**src/rtl/trap_ctrl_csr_pkg.sv**
```systemverilog
// Shared types and constants for the machine-mode trap controller and CSR file.
package trap_ctrl_csr_pkg;

    typedef enum logic [2:0] {
        ST_IDLE        = 3'd0,
        ST_PROGRAM     = 3'd1,
        ST_TRAP_PREP   = 3'd2,
        ST_TRAP_HANDLE = 3'd3,
        ST_FLUSH       = 3'd4,
        ST_DONE        = 3'd5
    } state_t;

    localparam logic [11:0] CSR_MSTATUS    = 12'h300;
    localparam logic [11:0] CSR_MIE        = 12'h304;
    localparam logic [11:0] CSR_MTVEC      = 12'h305;
    localparam logic [11:0] CSR_MSCRATCH   = 12'h340;
    localparam logic [11:0] CSR_MEPC       = 12'h341;
    localparam logic [11:0] CSR_MCAUSE     = 12'h342;
    localparam logic [11:0] CSR_MIP        = 12'h344;
    localparam logic [11:0] CSR_TRAPCNT_LO = 12'hB03;
    localparam logic [11:0] CSR_TRAPCNT_HI = 12'hB83;

    localparam int MSTATUS_MIE_BIT  = 3;
    localparam int MSTATUS_MPIE_BIT = 7;

    // Wide enough for up to 16 interrupt sources.
    localparam int IRQ_IDX_W = 4;

endpackage

```
**src/rtl/trap_ctrl_csr_if.sv**
```systemverilog
// Pipeline-side signal bundle of the trap controller; master drives requests, slave is the controller.
interface trap_ctrl_csr_if #(
    parameter int XLEN    = 32,
    parameter int NUM_IRQ = 4
);
    logic                start_i;
    logic                reset_request_i;
    logic                end_condition_i;
    logic                all_ready_i;
    logic                ready_for_irq_i;
    logic [NUM_IRQ-1:0]  irq_i;
    logic                mret_i;
    logic [XLEN-1:0]     pc_stage2_i;
    logic [XLEN-1:0]     next_pc_i;
    logic                branch_taken_i;
    logic                csr_we_i;
    logic [11:0]         csr_waddr_i;
    logic [XLEN-1:0]     csr_wdata_i;
    logic [11:0]         csr_raddr_i;
    logic [XLEN-1:0]     csr_rdata_o;
    logic                enable_design_o;
    logic                flush_o;
    logic                irq_prep_o;
    logic [XLEN-1:0]     trap_vector_o;
    logic [XLEN-1:0]     mepc_o;
    logic [NUM_IRQ-1:0]  irq_ack_o;
    logic                program_finished_o;

    modport master (
        output start_i, reset_request_i, end_condition_i, all_ready_i, ready_for_irq_i,
               irq_i, mret_i, pc_stage2_i, next_pc_i, branch_taken_i,
               csr_we_i, csr_waddr_i, csr_wdata_i, csr_raddr_i,
        input  csr_rdata_o, enable_design_o, flush_o, irq_prep_o, trap_vector_o,
               mepc_o, irq_ack_o, program_finished_o
    );

    modport slave (
        input  start_i, reset_request_i, end_condition_i, all_ready_i, ready_for_irq_i,
               irq_i, mret_i, pc_stage2_i, next_pc_i, branch_taken_i,
               csr_we_i, csr_waddr_i, csr_wdata_i, csr_raddr_i,
        output csr_rdata_o, enable_design_o, flush_o, irq_prep_o, trap_vector_o,
               mepc_o, irq_ack_o, program_finished_o
    );

endinterface

```
**src/rtl/trap_ctrl_csr_irq_prio_arbiter.sv**
```systemverilog
// Fixed-priority interrupt arbiter: the lowest-index pending source wins.
module irq_prio_arbiter
    import trap_ctrl_csr_pkg::*;
#(
    parameter int NUM_IRQ = 4
) (
    input  logic [NUM_IRQ-1:0]   req,
    output logic                 valid,
    output logic [IRQ_IDX_W-1:0] idx
);

    // Scanning downward lets the last hit, i.e. the lowest index, stick.
    always_comb begin
        valid = 1'b0;
        idx   = '0;
        for (int i = NUM_IRQ - 1; i >= 0; i--) begin
            if (req[i]) begin
                valid = 1'b1;
                idx   = i[IRQ_IDX_W-1:0];
            end
        end
    end

endmodule

```
**src/rtl/trap_ctrl_csr.sv**
```systemverilog
// Machine-mode trap controller: run/IRQ FSM, mstatus stacking, mtvec vectoring and CSR port.
// Optional 64-bit trap counter at 0xB03/0xB83 when TRAP_CTRL_TRAP_COUNT_EN is defined.
module trap_ctrl_csr
    import trap_ctrl_csr_pkg::*;
#(
    parameter int XLEN       = 32,
    parameter int NUM_IRQ    = 4,
    parameter int CAUSE_BASE = 16
) (
    input logic            clk,
    input logic            reset,
    trap_ctrl_csr_if.slave bus
);

    state_t               state_q;
    logic [XLEN-1:0]      mie_q, mtvec_q, mscratch_q, mepc_q, mcause_q;
    logic                 mstatus_mie_q, mstatus_mpie_q;
    logic [IRQ_IDX_W-1:0] irq_idx_q;
    logic [NUM_IRQ-1:0]   irq_ack_q;

    logic [NUM_IRQ-1:0]   irq_enabled;
    logic                 irq_valid;
    logic [IRQ_IDX_W-1:0] irq_win;
    logic                 trap_enter, mret_take;
    logic [XLEN-1:0]      cause_code, vec_base, trap_vector, mstatus_val, mip_val, rdata;
    logic [XLEN-1:0]      return_pc;

`ifdef TRAP_CTRL_TRAP_COUNT_EN
    logic [63:0]          trap_cnt_q;
`endif

    function automatic logic csr_writable(input logic [11:0] addr);
        case (addr)
            CSR_MSTATUS, CSR_MIE, CSR_MTVEC, CSR_MSCRATCH, CSR_MEPC, CSR_MCAUSE: return 1'b1;
`ifdef TRAP_CTRL_TRAP_COUNT_EN
            CSR_TRAPCNT_LO, CSR_TRAPCNT_HI: return 1'b1;
`endif
            default: return 1'b0;
        endcase
    endfunction

    // Value a write would leave in the register, used for storage and forwarding alike.
    function automatic logic [XLEN-1:0] csr_wmask(input logic [11:0] addr, input logic [XLEN-1:0] d);
        logic [XLEN-1:0] r;
        r = d;
        case (addr)
            CSR_MSTATUS: begin
                r = '0;
                r[MSTATUS_MIE_BIT]  = d[MSTATUS_MIE_BIT];
                r[MSTATUS_MPIE_BIT] = d[MSTATUS_MPIE_BIT];
            end
            CSR_MEPC: r = {d[XLEN-1:2], 2'b00};
`ifdef TRAP_CTRL_TRAP_COUNT_EN
            CSR_TRAPCNT_LO, CSR_TRAPCNT_HI: r = XLEN'(d[31:0]);
`endif
            default: r = d;
        endcase
        return r;
    endfunction

    function automatic logic wr_hit(input logic we, input logic [11:0] waddr, input logic [11:0] addr);
        return we && (waddr == addr);
    endfunction

    assign irq_enabled = bus.irq_i & mie_q[CAUSE_BASE +: NUM_IRQ];

    irq_prio_arbiter #(
        .NUM_IRQ (NUM_IRQ)
    ) u_arb (
        .req   (irq_enabled),
        .valid (irq_valid),
        .idx   (irq_win)
    );

    assign trap_enter = (state_q == ST_TRAP_PREP) && !bus.reset_request_i && bus.ready_for_irq_i;
    assign mret_take  = (state_q == ST_TRAP_HANDLE) && !bus.reset_request_i && bus.mret_i;

    assign cause_code  = XLEN'(CAUSE_BASE) + XLEN'(irq_idx_q);
    assign vec_base    = {mtvec_q[XLEN-1:2], 2'b00};
    assign trap_vector = (mtvec_q[1:0] == 2'b01) ? vec_base + (cause_code << 2) : vec_base;
    assign return_pc   = bus.branch_taken_i ? bus.next_pc_i : bus.pc_stage2_i + XLEN'(4);

    always_comb begin
        mstatus_val = '0;
        mstatus_val[MSTATUS_MIE_BIT]  = mstatus_mie_q;
        mstatus_val[MSTATUS_MPIE_BIT] = mstatus_mpie_q;
        mip_val = '0;
        mip_val[CAUSE_BASE +: NUM_IRQ] = bus.irq_i;
    end

    always_comb begin
        rdata = '0;
        case (bus.csr_raddr_i)
            CSR_MSTATUS:    rdata = mstatus_val;
            CSR_MIE:        rdata = mie_q;
            CSR_MTVEC:      rdata = mtvec_q;
            CSR_MSCRATCH:   rdata = mscratch_q;
            CSR_MEPC:       rdata = mepc_q;
            CSR_MCAUSE:     rdata = mcause_q;
            CSR_MIP:        rdata = mip_val;
`ifdef TRAP_CTRL_TRAP_COUNT_EN
            CSR_TRAPCNT_LO: rdata = XLEN'(trap_cnt_q[31:0]);
            CSR_TRAPCNT_HI: rdata = XLEN'(trap_cnt_q[63:32]);
`endif
            default:        rdata = '0;
        endcase
        if (bus.csr_we_i && (bus.csr_waddr_i == bus.csr_raddr_i) && csr_writable(bus.csr_raddr_i))
            rdata = csr_wmask(bus.csr_raddr_i, bus.csr_wdata_i);
    end

    // CSR writes come first so the trap-entry / MRET updates below override them.
    always_ff @(posedge clk) begin
        if (reset) begin
            state_q        <= ST_IDLE;
            mie_q          <= '0;
            mtvec_q        <= '0;
            mscratch_q     <= '0;
            mepc_q         <= '0;
            mcause_q       <= '0;
            mstatus_mie_q  <= 1'b0;
            mstatus_mpie_q <= 1'b0;
            irq_idx_q      <= '0;
            irq_ack_q      <= '0;
        end else begin
            irq_ack_q <= '0;
            if (wr_hit(bus.csr_we_i, bus.csr_waddr_i, CSR_MSTATUS)) begin
                mstatus_mie_q  <= bus.csr_wdata_i[MSTATUS_MIE_BIT];
                mstatus_mpie_q <= bus.csr_wdata_i[MSTATUS_MPIE_BIT];
            end
            if (wr_hit(bus.csr_we_i, bus.csr_waddr_i, CSR_MIE))      mie_q      <= bus.csr_wdata_i;
            if (wr_hit(bus.csr_we_i, bus.csr_waddr_i, CSR_MTVEC))    mtvec_q    <= bus.csr_wdata_i;
            if (wr_hit(bus.csr_we_i, bus.csr_waddr_i, CSR_MSCRATCH)) mscratch_q <= bus.csr_wdata_i;
            if (wr_hit(bus.csr_we_i, bus.csr_waddr_i, CSR_MEPC))
                mepc_q <= csr_wmask(CSR_MEPC, bus.csr_wdata_i);
            if (wr_hit(bus.csr_we_i, bus.csr_waddr_i, CSR_MCAUSE))   mcause_q   <= bus.csr_wdata_i;

            case (state_q)
                ST_IDLE: begin
                    if (bus.start_i) state_q <= ST_PROGRAM;
                end
                ST_PROGRAM: begin
                    if (bus.reset_request_i) begin
                        state_q <= ST_FLUSH;
                    end else if (mstatus_mie_q && irq_valid) begin
                        state_q   <= ST_TRAP_PREP;
                        irq_idx_q <= irq_win;
                    end else if (bus.end_condition_i) begin
                        state_q <= ST_DONE;
                    end
                end
                ST_TRAP_PREP: begin
                    if (bus.reset_request_i) begin
                        state_q <= ST_FLUSH;
                    end else if (trap_enter) begin
                        state_q        <= ST_TRAP_HANDLE;
                        mepc_q         <= {return_pc[XLEN-1:2], 2'b00};
                        mcause_q       <= {1'b1, cause_code[XLEN-2:0]};
                        mstatus_mpie_q <= mstatus_mie_q;
                        mstatus_mie_q  <= 1'b0;
                        irq_ack_q      <= NUM_IRQ'(1) << irq_idx_q;
                    end
                end
                ST_TRAP_HANDLE: begin
                    if (bus.reset_request_i) begin
                        state_q <= ST_FLUSH;
                    end else if (mret_take) begin
                        state_q        <= ST_PROGRAM;
                        mstatus_mie_q  <= mstatus_mpie_q;
                        mstatus_mpie_q <= 1'b1;
                    end
                end
                ST_FLUSH: begin
                    if (bus.all_ready_i) state_q <= ST_IDLE;
                end
                ST_DONE: begin
                    if (bus.reset_request_i) state_q <= ST_FLUSH;
                end
                default: state_q <= ST_IDLE;
            endcase
        end
    end

`ifdef TRAP_CTRL_TRAP_COUNT_EN
    // A CSR write to either half replaces that half of the incremented value.
    always_ff @(posedge clk) begin
        if (reset) begin
            trap_cnt_q <= '0;
        end else begin
            if (trap_enter) trap_cnt_q <= trap_cnt_q + 64'd1;
            if (wr_hit(bus.csr_we_i, bus.csr_waddr_i, CSR_TRAPCNT_LO))
                trap_cnt_q[31:0]  <= bus.csr_wdata_i[31:0];
            if (wr_hit(bus.csr_we_i, bus.csr_waddr_i, CSR_TRAPCNT_HI))
                trap_cnt_q[63:32] <= bus.csr_wdata_i[31:0];
        end
    end
`endif

    assign bus.csr_rdata_o        = rdata;
    assign bus.enable_design_o    = (state_q != ST_IDLE);
    assign bus.flush_o            = (state_q == ST_FLUSH);
    assign bus.irq_prep_o         = (state_q == ST_TRAP_PREP);
    assign bus.program_finished_o = (state_q == ST_DONE);
    assign bus.trap_vector_o      = trap_vector;
    assign bus.mepc_o             = mepc_q;
    assign bus.irq_ack_o          = irq_ack_q;

endmodule

```
**src/flat_wrapper.sv**
```systemverilog
// flat-port wrapper written by rule: the top's interface ports become plain ports
module trap_ctrl_csr_flat import trap_ctrl_csr_pkg::*;
#(
    parameter int XLEN       = 32,
    parameter int NUM_IRQ    = 4,
    parameter int CAUSE_BASE = 16
)
  (clk, reset, bus_start_i, bus_reset_request_i, bus_end_condition_i, bus_all_ready_i, bus_ready_for_irq_i, bus_irq_i, bus_mret_i, bus_pc_stage2_i, bus_next_pc_i, bus_branch_taken_i, bus_csr_we_i, bus_csr_waddr_i, bus_csr_wdata_i, bus_csr_raddr_i, bus_csr_rdata_o, bus_enable_design_o, bus_flush_o, bus_irq_prep_o, bus_trap_vector_o, bus_mepc_o, bus_irq_ack_o, bus_program_finished_o);
  trap_ctrl_csr_if #(.XLEN(XLEN), .NUM_IRQ(NUM_IRQ)) bus_i ();
  input logic clk;
  input logic reset;
  input wire logic [$bits(bus_i.start_i)-1:0] bus_start_i;
  input wire logic [$bits(bus_i.reset_request_i)-1:0] bus_reset_request_i;
  input wire logic [$bits(bus_i.end_condition_i)-1:0] bus_end_condition_i;
  input wire logic [$bits(bus_i.all_ready_i)-1:0] bus_all_ready_i;
  input wire logic [$bits(bus_i.ready_for_irq_i)-1:0] bus_ready_for_irq_i;
  input wire logic [$bits(bus_i.irq_i)-1:0] bus_irq_i;
  input wire logic [$bits(bus_i.mret_i)-1:0] bus_mret_i;
  input wire logic [$bits(bus_i.pc_stage2_i)-1:0] bus_pc_stage2_i;
  input wire logic [$bits(bus_i.next_pc_i)-1:0] bus_next_pc_i;
  input wire logic [$bits(bus_i.branch_taken_i)-1:0] bus_branch_taken_i;
  input wire logic [$bits(bus_i.csr_we_i)-1:0] bus_csr_we_i;
  input wire logic [$bits(bus_i.csr_waddr_i)-1:0] bus_csr_waddr_i;
  input wire logic [$bits(bus_i.csr_wdata_i)-1:0] bus_csr_wdata_i;
  input wire logic [$bits(bus_i.csr_raddr_i)-1:0] bus_csr_raddr_i;
  output wire logic [$bits(bus_i.csr_rdata_o)-1:0] bus_csr_rdata_o;
  output wire logic [$bits(bus_i.enable_design_o)-1:0] bus_enable_design_o;
  output wire logic [$bits(bus_i.flush_o)-1:0] bus_flush_o;
  output wire logic [$bits(bus_i.irq_prep_o)-1:0] bus_irq_prep_o;
  output wire logic [$bits(bus_i.trap_vector_o)-1:0] bus_trap_vector_o;
  output wire logic [$bits(bus_i.mepc_o)-1:0] bus_mepc_o;
  output wire logic [$bits(bus_i.irq_ack_o)-1:0] bus_irq_ack_o;
  output wire logic [$bits(bus_i.program_finished_o)-1:0] bus_program_finished_o;
  assign bus_i.start_i = bus_start_i;
  assign bus_i.reset_request_i = bus_reset_request_i;
  assign bus_i.end_condition_i = bus_end_condition_i;
  assign bus_i.all_ready_i = bus_all_ready_i;
  assign bus_i.ready_for_irq_i = bus_ready_for_irq_i;
  assign bus_i.irq_i = bus_irq_i;
  assign bus_i.mret_i = bus_mret_i;
  assign bus_i.pc_stage2_i = bus_pc_stage2_i;
  assign bus_i.next_pc_i = bus_next_pc_i;
  assign bus_i.branch_taken_i = bus_branch_taken_i;
  assign bus_i.csr_we_i = bus_csr_we_i;
  assign bus_i.csr_waddr_i = bus_csr_waddr_i;
  assign bus_i.csr_wdata_i = bus_csr_wdata_i;
  assign bus_i.csr_raddr_i = bus_csr_raddr_i;
  assign bus_csr_rdata_o = bus_i.csr_rdata_o;
  assign bus_enable_design_o = bus_i.enable_design_o;
  assign bus_flush_o = bus_i.flush_o;
  assign bus_irq_prep_o = bus_i.irq_prep_o;
  assign bus_trap_vector_o = bus_i.trap_vector_o;
  assign bus_mepc_o = bus_i.mepc_o;
  assign bus_irq_ack_o = bus_i.irq_ack_o;
  assign bus_program_finished_o = bus_i.program_finished_o;
  trap_ctrl_csr #(.XLEN(XLEN), .NUM_IRQ(NUM_IRQ), .CAUSE_BASE(CAUSE_BASE)) u_core (.clk(clk), .reset(reset), .bus(bus_i));
endmodule
```
**config.mk**
```make
export PLATFORM = sky130hd
export DESIGN_NAME = trap_ctrl_csr_flat
export DESIGN_NICKNAME = d
export VERILOG_FILES = /design/src/rtl/trap_ctrl_csr_pkg.sv /design/src/rtl/trap_ctrl_csr_if.sv /design/src/rtl/trap_ctrl_csr_irq_prio_arbiter.sv /design/src/rtl/trap_ctrl_csr.sv /design/src/flat_wrapper.sv
export SDC_FILE = /design/constraint.sdc
export NUM_CORES = 1
export LEC_CHECK = 0
export ABC_AREA = 1
export CORE_ASPECT_RATIO = 0.75
export CORE_MARGIN = 10
export CORE_UTILIZATION = 65
export DETAILED_ROUTE_END_ITERATION = 8
export DONT_BUFFER_PORTS = 1
export HOLD_SLACK_MARGIN = 0.12
export PLACE_DENSITY_LB_ADDON = 0.05
export SKIP_LAST_GASP = 1
export SYNTH_ARGS = -nofsm -noshare
export SYNTH_HDL_FRONTEND = slang
export SYNTH_SLANG_ARGS = --single-unit
export TNS_END_PERCENT = 30
```
**constraint.sdc**
```tcl
create_clock -name clk -period 4.4 [get_ports clk]
set_clock_uncertainty 0.2 [all_clocks]
set_input_delay 0 -clock clk [delete_from_list [all_inputs] [get_ports clk]]
set_output_delay 0 -clock clk [all_outputs]
set_load 0.005 [all_outputs]
```
# Word-level counts from Yosys, hierarchy flattened
# Index checks and enable logic that the tools add are counted.
[op_classes]
addsub = 3
eq_ne = 26
bitwise_logic = 4
n_mux = 45
shift = 1
n_reduce_logical = 20
[op_table]
columns = ["operator", "n"]
rows = [
  ["2-to-1 mux 32 bit", 11],
  ["case mux 32 bit (7 select lines)", 1],
  ["== test 12 x 10 -> 1 bit, second input constant", 13],
  ["case mux 32 bit (2 select lines)", 1],
  ["adder 32 x 3 -> 32 bit, second input constant", 1],
  ["adder 32 bit", 1],
  ["2-to-1 mux 3 bit", 10],
  ["case mux 3 bit (6 select lines)", 1],
  ["2-to-1 mux 1 bit", 15],
  ["logical AND 1 bit", 13],
  ["== test 12 bit", 1],
  ["2-to-1 mux 4 bit", 3],
  ["adder 5 x 4 -> 6 bit, first input constant", 1],
  ["== test 3 x 2 -> 1 bit, second input constant", 2],
  ["== test 3 bit, second input constant", 2],
  ["!= test 2 bit, second input constant", 3],
  ["!= test 3 x 2 -> 1 bit, second input constant", 2],
  ["AND reduction 6 bit", 1],
  ["OR reduction 6 bit", 1],
  ["bitwise AND 4 bit", 1],
  ["!= test 4 x 3 -> 1 bit, second input constant", 1],
  ["case mux 1 bit (2 select lines)", 2],
  ["OR reduction 4 bit", 1],
  ["left shift 1 x 4 -> 4 bit, first input constant", 1],
  ["8 further kinds", 10],
]
[totals]
wordCells = 109
reg_bits = 173
output_inout_bits = 104

# Logic depth before layout (Yosys ltp)
[logic_depth]
depth_word = 9
ltp_mapped = 13
mapped_depth_nobuf = 13

# Cells and area by module
# A second synthesis with hierarchy kept.
[hier_totals]
cells_unflattened = 1944
hier_area_um2 = 11429.7
[modules_own_cells]
columns = ["mod", "n_inst", "cells_each", "area_per_inst_um2", "seq_area_each_um2"]
rows = [
  ["trap_ctrl_csr", 1, 1933, 11374.7, 3463.3],
  ["irq_prio_arbiter", 1, 11, 55.1, 0.0],
]

# Worst setup path before layout
# No wires, ideal clock.
[synth_timing]
path_kind = "register -> output"
start = "register u_core.irq_idx_q[0]"
end = "output port bus_trap_vector_o[30]"
path_buffers = 0
slack_ns = 2.422
stages_incl_launch_ff = 14
arrival_time_ns = 1.778
path_cell_list = "dfxtp_1 -> ha_1 -> fa_1 -> nand3_1 -> nand2_1 -> nand2_1 -> nor2_1 -> nand2_1 -> nor2_1 -> nand2_1 -> nor2_1 -> nand2_1 -> nand2_1 -> inv_1"
[synth_via]
elab_chain_len = 3
[synth_rtl]
columns = ["element", "line", "rtl"]
rows = [
  ["start, declared", "trap_ctrl_csr.sv:18", "logic [IRQ_IDX_W-1:0] irq_idx_q;"],
  ["start signal, assigned", "trap_ctrl_csr.sv:146", "irq_idx_q <= irq_win;"],
  ["adder 5 x 4 -> 6 bit", "trap_ctrl_csr.sv:78", "assign cause_code = XLEN'(CAUSE_BASE) + XLEN'(irq_idx_q);"],
  ["adder 32 bit", "trap_ctrl_csr.sv:80", "assign trap_vector = (mtvec_q[1:0] == 2'b01) ? vec_base + (cause_code << 2) : vec_base;"],
  ["2-to-1 mux 32 bit", "trap_ctrl_csr.sv:80", ""],
  ["end, declared", "flat_wrapper.sv:30", "output wire logic [$bits(bus_i.trap_vector_o)-1:0] bus_trap_vector_o;"],
]
# Every way passes these cells.

# Worst setup path after layout
[layout_timing]
start = "register u_core.mie_q[19]"
end = "register u_core.state_q[0]"
[layout_via]
elab_chain_len = 9
word_cells_on_any_way = 11
[layout_rtl]
columns = ["element", "line", "rtl"]
rows = [
  ["start, declared", "trap_ctrl_csr.sv:16", "logic [XLEN-1:0] mie_q, mtvec_q, mscratch_q, mepc_q, mcause_q;"],
  ["start signal, assigned", "trap_ctrl_csr.sv:130", "if (wr_hit(bus.csr_we_i, bus.csr_waddr_i, CSR_MIE)) mie_q <= bus.csr_wdata_i;"],
  ["bitwise AND 4 bit (*)", "trap_ctrl_csr.sv:65", "assign irq_enabled = bus.irq_i & mie_q[CAUSE_BASE +: NUM_IRQ];"],
  ["2-to-1 mux 1 bit (*) (4 in a row)", "trap_ctrl_csr_irq_prio_arbiter.sv:17", "if (req[i]) begin"],
  ["logical AND 1 bit (*)", "trap_ctrl_csr.sv:144", "end else if (mstatus_mie_q && irq_valid) begin"],
  ["2-to-1 mux 3 bit", "trap_ctrl_csr.sv:144", ""],
  ["2-to-1 mux 3 bit", "trap_ctrl_csr.sv:142", "if (bus.reset_request_i) begin"],
  ["case mux 3 bit (6 select lines)", "trap_ctrl_csr.sv:137", "case (state_q)"],
  ["end signal, assigned", "trap_ctrl_csr.sv:139", "if (bus.start_i) state_q <= ST_PROGRAM;"],
  ["end signal, assigned", "trap_ctrl_csr.sv:143", "state_q <= ST_FLUSH;"],
  ["end signal, assigned", "trap_ctrl_csr.sv:145", "state_q <= ST_TRAP_PREP;"],
  ["end, declared", "trap_ctrl_csr.sv:15", "state_t state_q;"],
]
# Mark *: on every way between the ends. The rest lies on a longest branch, timed or not.
# A chain may end at the register's enable or synchronous reset.

==> results.cfg <==
[yosys]
ys_ff_latch = 171
synth-main-ff-cell = dfxtp_1
yosys_warnings = 0
yosys.area.top_type = dfxtp_1
synth_area_sq_um = 10800
synth_top_cell_area_share_pct = 31.6
yosys-top-cells-area = dfxtp_1 32%, nand2_1 15%, nand3_1 9.4%
synthDistinctLibCells = 36
ys_async_sr_fraction_pct = 0
synth_edf_count = 0
yosysSeqAreaShare_pct = 31.6
synth.avg_cell_area_sq_um = 5.98
syn_inst = 1815

[drt]
viasPerCell = 6.05
met3_length_um = 5030
drc = 0
dr.max_layer_used = met4
wl_per_cell_um = 18.9
dr_wl_met2_um = 18500
ant_nets = 0
dr.pass1.iters = 6
met1_length_um = 14800
wl_um = 40100
drtIter0Drc = 1807
vias = 12800

[layout]
antenna_cells = 0
syn_to_final_growth_pct = 17.3
fin_cells = 2114
drive_gt1_share_pct = 3.99
final_nets = 2029

[worst_setup_path]
timing.critical_path.mode_cell = dlygate4sd3_1
crit_cells = 12
endpoint = u_core.state_q[0]$_SDFFE_PP0P_
crit_start = u_core.mie_q[19]$_SDFFE_PP0P_
crit_family = buffers and inverters
rrSetupSlack_ns = 0.21
r2r-start = u_core.mie_q[19]$_SDFFE_PP0P_
cp_num_buf_inv = 6
crit_chain = inv_1 > o21ai_0 > o21ai_0 > nand3_1 > dlygate4sd3_1 > nand2_1 > dlygate4sd3_1 > inv_1 > nand2_1 > dlygate4sd3_1 > a21oi_1 > dlygate4sd3_1
crit_fanout = 3
cp_slowest_cell = dlygate4sd3_1
startpoint_type = register
reg2regPathDepth = 12
cp-end-kind = register
cpPeakStageDelay_ns = 0.59
cp.arrival_ns = 4.38
reg2reg_to = u_core.state_q[0]$_SDFFE_PP0P_
path_class = reg2reg
worst_ep_required_time_ns = 4.59

[power]
power.total_w = 0.00343
peakVddDrop_mv = 0.275
power_leakage_nw = 5.37
power.density_nw_per_um2 = 270

[clocking]
path_clk_slew_ns = 0.07
cts_tree = yes
post_cts_buffers = 0
clock_latency_ns = 0.44
cts.sinks = 171
cts_root_buf = clkbuf_16
numCtsBuffers = 17
clock_path_buffers = 2
h-tree-depth = 4

[floorplanning]
core_area_sq_um = 16200
die_x_um = 169
rows = 40
initial_core_util_pct = 67.1
chipHeight_um = 132
dieArea_sq_um = 22300
ios = 238

[timing]
relSlewSlack_pct = 23.1
hold_violations = 0
whs_ns = 0.129
rsz0062_at_grt = no
min_period_over_period_pct = 95.3
max_freq_mhz = 239
worst_pin_slew_ns = 1.15
tns_ns = 0
setup_violations = 0
min_period_ns = 4.19
fin_ws_ns = 0.209
slew_viol_final = 0

[placement]
dp_cells = 1947
dpl_worst_slack_ns = 1.66
gp_congestion = 1.03
portBuffers = 0
dpl.hpwl_um = 27500

[worst_hold_path]
hold_path_class = in2reg
hold_depth = 5

[grt]
grt_pass1_vias = 12100
grt_max_degree = 97
grt_overflow_total = 0
grt_pass1_wl_um = 63200
grt_usage_pct = 34.1
antenna_found_initial = 0

[job]
maxCapViolCount = 0

[status]
outcome = completed
-- cells in the mapped netlist (all sizes together) (3+ instances only) --
cell type	number
o21bai	4
ha	3
dfxtp	171
xor2	29
nor4	3
xnor2	3
nand3b	3
o21ai	203
nand4	15
buf	39
inv	214
clkbuf	51
nand3	203
o211ai	3
nand2	437
a21oi	145
nor2	249
nor3	26
a31oi	4
-- cell type report --
type                            count  area [sq um]
Multi-Input combinational cell   1341          6220
Fill cell                        1266          3450
Sequential cell                   171          3420
Timing Repair Buffer              146          1430
Inverter                          214           803
Clock buffer                       18           439
Tap cell                          210           263
Clock inverter                     14           139
-- state kept, by name (all words and copies together), names as in the netlist, 2 cells and up --
register,flops
u_core.mie_q,32
u_core.mtvec_q,32
u_core.state_q,3
u_core.bus.irq_ack_o,4
u_core.bus.mepc_o,32
u_core.mcause_q,32
u_core.mscratch_q,32
u_core.irq_idx_q,2
-- where the power goes --
group / switching [W] / internal, W / leakage [nW]
clock network: 0.000733 / 0.000772 / 0.284
registers: 0.0000104 / 0.00155 / 1.38
logic: 0.000220 / 0.000144 / 3.71
-- worst min path at each step --
stage	end	startpoint
after floorplan	bus_csr_rdata_o[3]	bus_csr_wdata_i[3]
after CTS	u_core.bus.mepc_o[16]$_SDFF_PP0_	bus_pc_stage2_i[16]
final	u_core.bus.mepc_o[16]$_SDFF_PP0_	bus_pc_stage2_i[16]
after global placement	u_core.state_q[2]$_SDFFE_PP0P_	reset
after detailed placement	u_core.state_q[1]$_SDFFE_PP0P_	reset
after global routing	u_core.bus.mepc_o[16]$_SDFF_PP0_	bus_pc_stage2_i[16]
-- cells in the final DEF, fill, tap and decap left out, types with 2 or more instances in the layout --
cell type and n:
nor2_8 2, nor2_4 4, nor2_2 6, conb_1 2, a31oi_1 4, nor4_1 3, mux2i_1 2, o21bai_1 4
inv_1 208, a21o_1 2, clkbuf_16 17, ha_1 3, o22ai_1 2, nor3_1 22, nand2_2 10, o21ai_1 12
dlygate4sd3_1 135, nor3_2 3, xnor2_1 3, xor2_1 29, inv_6 7, dfxtp_1 171, o21ai_0 191, o211ai_1 3
buf_4 11, nand4_1 15, a21oi_1 145, nand3_1 202, nand2_1 427, a211oi_1 2, inv_8 4, nor2_1 237
inv_2 6, nand3b_1 3
-- through the flow --
stage	util, %	instance area (sq um)
final	78.7	12700
after CTS	78.7	12700
after global routing	78.7	12700
after floorplan	-	10800
after detailed placement	66.7	10800
after global placement	66.7	10800
-- worst register-to-register path: stages, from the launching register on --
cell           delay, ns
dfxtp_1             0.36
inv_1               0.07
o21ai_0             0.47
o21ai_0             0.27
nand3_1             0.12
dlygate4sd3_1       0.55
nand2_1             0.08
dlygate4sd3_1       0.59
inv_1               0.11
nand2_1             0.07
dlygate4sd3_1       0.57
a21oi_1             0.13
dlygate4sd3_1       0.56
-- cells by family (layout without fill, tap and decap cells) --
family                     count (synthesis)  count (layout)  share of synthesized area (%)
muxes                                      2               2                          0.185
AOI/OAI and AO/OA                        365             365                           17.2
xor gates and xnor gates                  32              32                           2.58
and+or+nand+nor                          936             936                           36.7
buffers and inverters                    304             392                           11.2
adders and majority gates                  4               4                          0.531
other                                      1               2                         0.0346
DFF                                      171             171                           31.6
-- timing repair --
| item | in CTS | in global routing |
|---|---|---|
| gates resized for setup | 0 | 0 |
| hold endpoints to repair | 201 | 0 |
| hold buffers | 135 | 0 |
-- routing by layer --
metal,GRT usage (%),up-vias
li1,-,5993
met1,41.0,5775
met2,55.5,858
met3,9.98,172
met4,14.1,0
met5,0,-
(Power assumes the default switching activity.)
